**config.mk**
```make
export PLATFORM = sky130hd
export DESIGN_NAME = fetch_seq
export DESIGN_NICKNAME = d
export VERILOG_FILES = /design/src/rtl/mips_pkg.sv /design/src/rtl/redirect_buf.sv /design/src/rtl/fetch_seq.sv
export SDC_FILE = /design/constraint.sdc
export NUM_CORES = 1
export LEC_CHECK = 0
export BUFFER_PORTS_ARGS = -buffer_cell sky130_fd_sc_hd__buf_2
export CAP_MARGIN = 20
export CORE_ASPECT_RATIO = 0.75
export CORE_MARGIN = 5
export CORE_UTILIZATION = 40
export DETAILED_ROUTE_END_ITERATION = 7
export HOLD_SLACK_MARGIN = 0.05
export PLACE_DENSITY = 0.65
export SLEW_MARGIN = 20
export SYNTH_ARGS = -nofsm -noshare
export SYNTH_HDL_FRONTEND = slang
export SYNTH_HIERARCHICAL = 1
export SYNTH_SLANG_ARGS = --single-unit
```
**constraint.sdc**
```tcl
create_clock -name clk -period 2.45 [get_ports clk]
set_input_delay 0.1225 -clock clk [delete_from_list [all_inputs] [get_ports clk]]
set_output_delay 0.1225 -clock clk [all_outputs]
set_load 0.01 [all_outputs]
```
**src/rtl/mips_pkg.sv**
```systemverilog
// Shared constants and types for the P7 MIPS pipeline.
package mips_pkg;

  localparam logic [31:0] PC_RESET   = 32'h0000_3000;
  localparam logic [31:0] HANDLER_PC = 32'h0000_4180;
  localparam logic [4:0]  EXC_ADEL   = 5'd4;

  typedef enum logic {
    NORMAL  = 1'b0,
    HANDLER = 1'b1
  } seq_state_t;

endpackage

```
**src/rtl/redirect_buf.sv**
```systemverilog
// Holds one branch redirect that arrived while fetch was stalled.
module redirect_buf (
  input  logic        clk,
  input  logic        clr,
  input  logic        flush,
  input  logic        set,
  input  logic [31:0] set_tgt,
  input  logic        consume,
  output logic        pend,
  output logic [31:0] pend_tgt
);

  // A newer stalled branch overwrites the target; flush beats everything.
  always_ff @(posedge clk) begin
    if (clr) begin
      pend     <= 1'b0;
      pend_tgt <= 32'h0;
    end else if (flush) begin
      pend     <= 1'b0;
    end else if (set) begin
      pend     <= 1'b1;
      pend_tgt <= set_tgt;
    end else if (consume) begin
      pend     <= 1'b0;
    end
  end

endmodule

```
**src/rtl/fetch_seq.sv**
```systemverilog
// Fetch sequencer: owns the PC and arbitrates reset, interrupt, eret,
// stall and branch redirects; flags illegal fetch addresses.
module fetch_seq #(
  parameter logic [31:0] PC_RESET   = mips_pkg::PC_RESET,
  parameter logic [31:0] HANDLER_PC = mips_pkg::HANDLER_PC,
  parameter int unsigned IMEM_WORDS = 4096
) (
  input  logic        clk,
  input  logic        clr,
  input  logic        stall,
  input  logic        br_valid,
  input  logic [31:0] br_target,
  input  logic        intreq,
  input  logic        eret,
  input  logic [31:0] epc,
  output logic [31:0] pc,
  output logic [31:0] pc8,
  output logic [11:0] imem_idx,
  output logic        fetch_exc,
  output logic [4:0]  exc_code,
  output logic        in_handler,
  output logic        redir_pend
);

  import mips_pkg::*;

  localparam logic [31:0] PC_LAST = PC_RESET + 32'(4 * IMEM_WORDS) - 32'd4;

  seq_state_t  state_q, state_d;
  logic [31:0] pc_d;
  logic        buf_flush, buf_set, buf_consume;
  logic        pend;
  logic [31:0] pend_tgt;

  redirect_buf u_redirect_buf (
    .clk      (clk),
    .clr      (clr),
    .flush    (buf_flush),
    .set      (buf_set),
    .set_tgt  (br_target),
    .consume  (buf_consume),
    .pend     (pend),
    .pend_tgt (pend_tgt)
  );

  always_ff @(posedge clk) begin
    if (clr) begin
      state_q <= NORMAL;
      pc      <= PC_RESET;
    end else begin
      state_q <= state_d;
      pc      <= pc_d;
    end
  end

  // Redirect priority: interrupt (NORMAL only), eret, stall, branch, pending.
  always_comb begin
    state_d     = state_q;
    pc_d        = pc + 32'd4;
    buf_flush   = 1'b0;
    buf_set     = 1'b0;
    buf_consume = 1'b0;
    if (intreq && (state_q == NORMAL)) begin
      pc_d      = HANDLER_PC;
      state_d   = HANDLER;
      buf_flush = 1'b1;
    end else if (eret) begin
      pc_d      = epc;
      state_d   = NORMAL;
      buf_flush = 1'b1;
    end else if (stall) begin
      pc_d    = pc;
      buf_set = br_valid;
    end else if (br_valid) begin
      pc_d        = br_target;
      buf_consume = 1'b1;
    end else if (pend) begin
      pc_d        = pend_tgt;
      buf_consume = 1'b1;
    end
  end

  // Address-derived outputs depend on the registered pc only.
  always_comb begin
    pc8       = pc + 32'd8;
    imem_idx  = 12'((pc - PC_RESET) >> 2);
    fetch_exc = (pc[1:0] != 2'b00) || (pc < PC_RESET) || (pc > PC_LAST);
    exc_code  = fetch_exc ? EXC_ADEL : 5'd0;
  end

  assign in_handler = (state_q == HANDLER);
  assign redir_pend = pend;

endmodule
```
==> results.json <==
{
  "synth_area_mm2": 0.00488,
  "die_area_mm2": 0.0145,
  "worst_pin_slew_ps": 759,
  "cts_setup_buffers": 0,
  "die_h_um": 106,
  "ant_nets": 0,
  "ios": 154,
  "worst_hold_path.endpoint": "pc[11]",
  "hold_start": "epc[11]",
  "rows": 34,
  "drtIter0Drc": 590,
  "finalSetupViolCount": 0,
  "grt-ovfl-total": 0,
  "cp-start-kind": "register",
  "placed_cell_area_mm2": 0.00566,
  "fill_cells": 1164,
  "port_buffers": 149,
  "cts-buffers-inserted": 9,
  "critPathRequiredTime_ps": 2330,
  "utilization": 0.513,
  "final_common_cell": "buf_2",
  "grt_usage": 0.242,
  "viasPerCell": 5.82,
  "p_leak_nw": 2.45,
  "rsz0062_at_grt": "no",
  "ir_drop_mv": 0.327,
  "clock_path_buffers": 2,
  "drv_cap": 0,
  "slew_violations": 0,
  "synthFlopType": "dfxtp_1",
  "fin_nets": 826,
  "cts.sinks": 66,
  "fmax_ghz": 0.425,
  "power.density_mw_per_mm2": 524,
  "gp_congestion": 0.974,
  "clk_pin_slew_ps": 60,
  "timing.rr.start": "pc[3]",
  "antenna_found_initial": 0,
  "grt_pass1_vias": 4881,
  "wirelength_um": 18200,
  "async_flop_share": 0,
  "hold_viol": 0,
  "die_width_um": 137,
  "rr_worst_depth": 6,
  "hpwl_um": 13700,
  "htreeDepth": 3,
  "cts_tree": "done",
  "synth-seq-area-share": 0.271,
  "root_buffer": "clkbuf_16",
  "drc": 0,
  "n_antenna_cell": 0,
  "setup_tns_ps": 0,
  "routedWlPerCell_um": 19.8,
  "worstPathArrival_ps": 2230,
  "fin_area_mm2": 0.00605,
  "reg2reg_to": "pc[13]",
  "syn_avg_cell_area_um2": 7.74,
  "ys_types": 57,
  "grt_pass1_wl_um": 27500,
  "critPathCaptureType": "output port",
  "firstDrtPassIters": 6,
  "clk-insertion-delay-late_ps": 340,
  "syn_inst": 630,
  "regToRegSetupSlack_ps": 280,
  "drive_gt1_frac": 0.292,
  "worstSetupPathType": "reg2out",
  "min_period_over_period": 0.960,
  "start_util": 0.414,
  "final.min_clock_period_ps": 2350,
  "yosys_warnings": 6,
  "slew_headroom": 0.494,
  "synth_seq_cells": 66,
  "hold_depth": 3,
  "grt_max_degree": 69,
  "fin_skew_ps": 7.90,
  "vias": 5347,
  "hold_path.class": "in2reg",
  "crit_fanout": 10,
  "final_cell_mix": "149 x buf_2, 64 x dfxtp_1, 50 x a21oi_1",
  "synth_edf_count": 0,
  "coreArea_mm2": 0.0118,
  "outcome": "completed",
  "area_delta_synth_final_pct": 24.0
}
[state kept, by name, summed over array words and instances, names as in the netlist, named ones only]
| name | count |
|---|---|
| pc | 30 |
| u_redirect_buf/pend_tgt | 32 |
| in_handler | 1 |
| u_redirect_buf/pend | 1 |
[cells in the mapped netlist (20+ instances only)]
cell type / count / area share
clkbuf_1: 33 / 0.025
buf_4: 24 / 0.037
a21oi_1: 50 / 0.051
xor2_1: 20 / 0.036
nor3_1: 21 / 0.022
xnor2_1: 24 / 0.043
nor2_1: 41 / 0.032
o21ai_1: 31 / 0.032
nand4bb_1: 32 / 0.074
o21ai_0: 37 / 0.038
nand2_1: 32 / 0.025
dfxtp_1: 66 / 0.27
nand2b_1: 36 / 0.046
[power breakdown]
part	switching [W]	internal, W
combinational	0.000392	0.000289
sequential	0.0000679	0.00112
clock	0.000489	0.000811
[per-layer routing]
metal / vias up / routed length [µm] / global-route usage
met3: 22 / 2160 / 0.0748
met5: - / 0 / 0
met4: 0 / 256 / 0.0613
li1: 2507 / - / -
met2: 315 / 7550 / 0.338
met1: 2503 / 8230 / 0.357
[area by class of cell]
type	count	area (µm²)	share of cell area
Timing Repair Buffer	191	1070	0.177
Inverter	14	52.6	0.00869
Multi-Input combinational cell	470	3100	0.513
Tap cell	162	203	0.0335
Sequential cell	66	1320	0.219
Clock buffer	11	243	0.0401
Clock inverter	4	52.6	0.00869
[worst max path at each step]
stage	from	endpoint	cells after the start
after CTS	pc[5]	pc8[18]	5
after detailed placement	pc[3]	pc[13]	6
final	pc[6]	pc8[18]	5
after global placement	pc[3]	pc[13]	6
after global routing	pc[6]	pc8[28]	6
after floorplan	pc[4]	pc[13]	6
[worst max-delay path, cell delays in order (launching register included)]
cell     delay [ps]
dfxtp_1         570
nand3_2         230
or3_1           480
nor3_1          270
xor2_1          180
buf_2           160
[cell families (layout without fill, tap and decap cells)]
| kind of cell | Yosys count | in the layout | share of synthesized area |
|---|---|---|---|
| simple gates | 237 | 237 | 0.303 |
| compound gates | 175 | 175 | 0.219 |
| buf+inv | 97 | 220 | 0.105 |
| flops | 66 | 66 | 0.271 |
| xor+xnor | 44 | 44 | 0.0790 |
| mux | 6 | 6 | 0.0123 |
| fa+ha+maj | 4 | 4 | 0.0103 |
| other cells | 1 | 4 | 0.000769 |
[timing repair]
item                                    4_1_cts  5_1_grt
hold endpoints to repair                      4        0
endpoints found under the setup margin        0       10
resized for setup                             0       10
hold buffers                                  4        0
[stage by stage]
stage                     cells  worst slack, ps  total power (W)  hold slack, ps
after floorplan             633              322          0.00160             260
after global placement      899              306          0.00186             362
after detailed placement    899              194          0.00186             366
after CTS                   918             2.04          0.00317            58.2
after global routing        918             7.75          0.00329            73.0
final                       918             98.0          0.00317            72.2
Note: power is estimated with default switching activity, not from simulation.
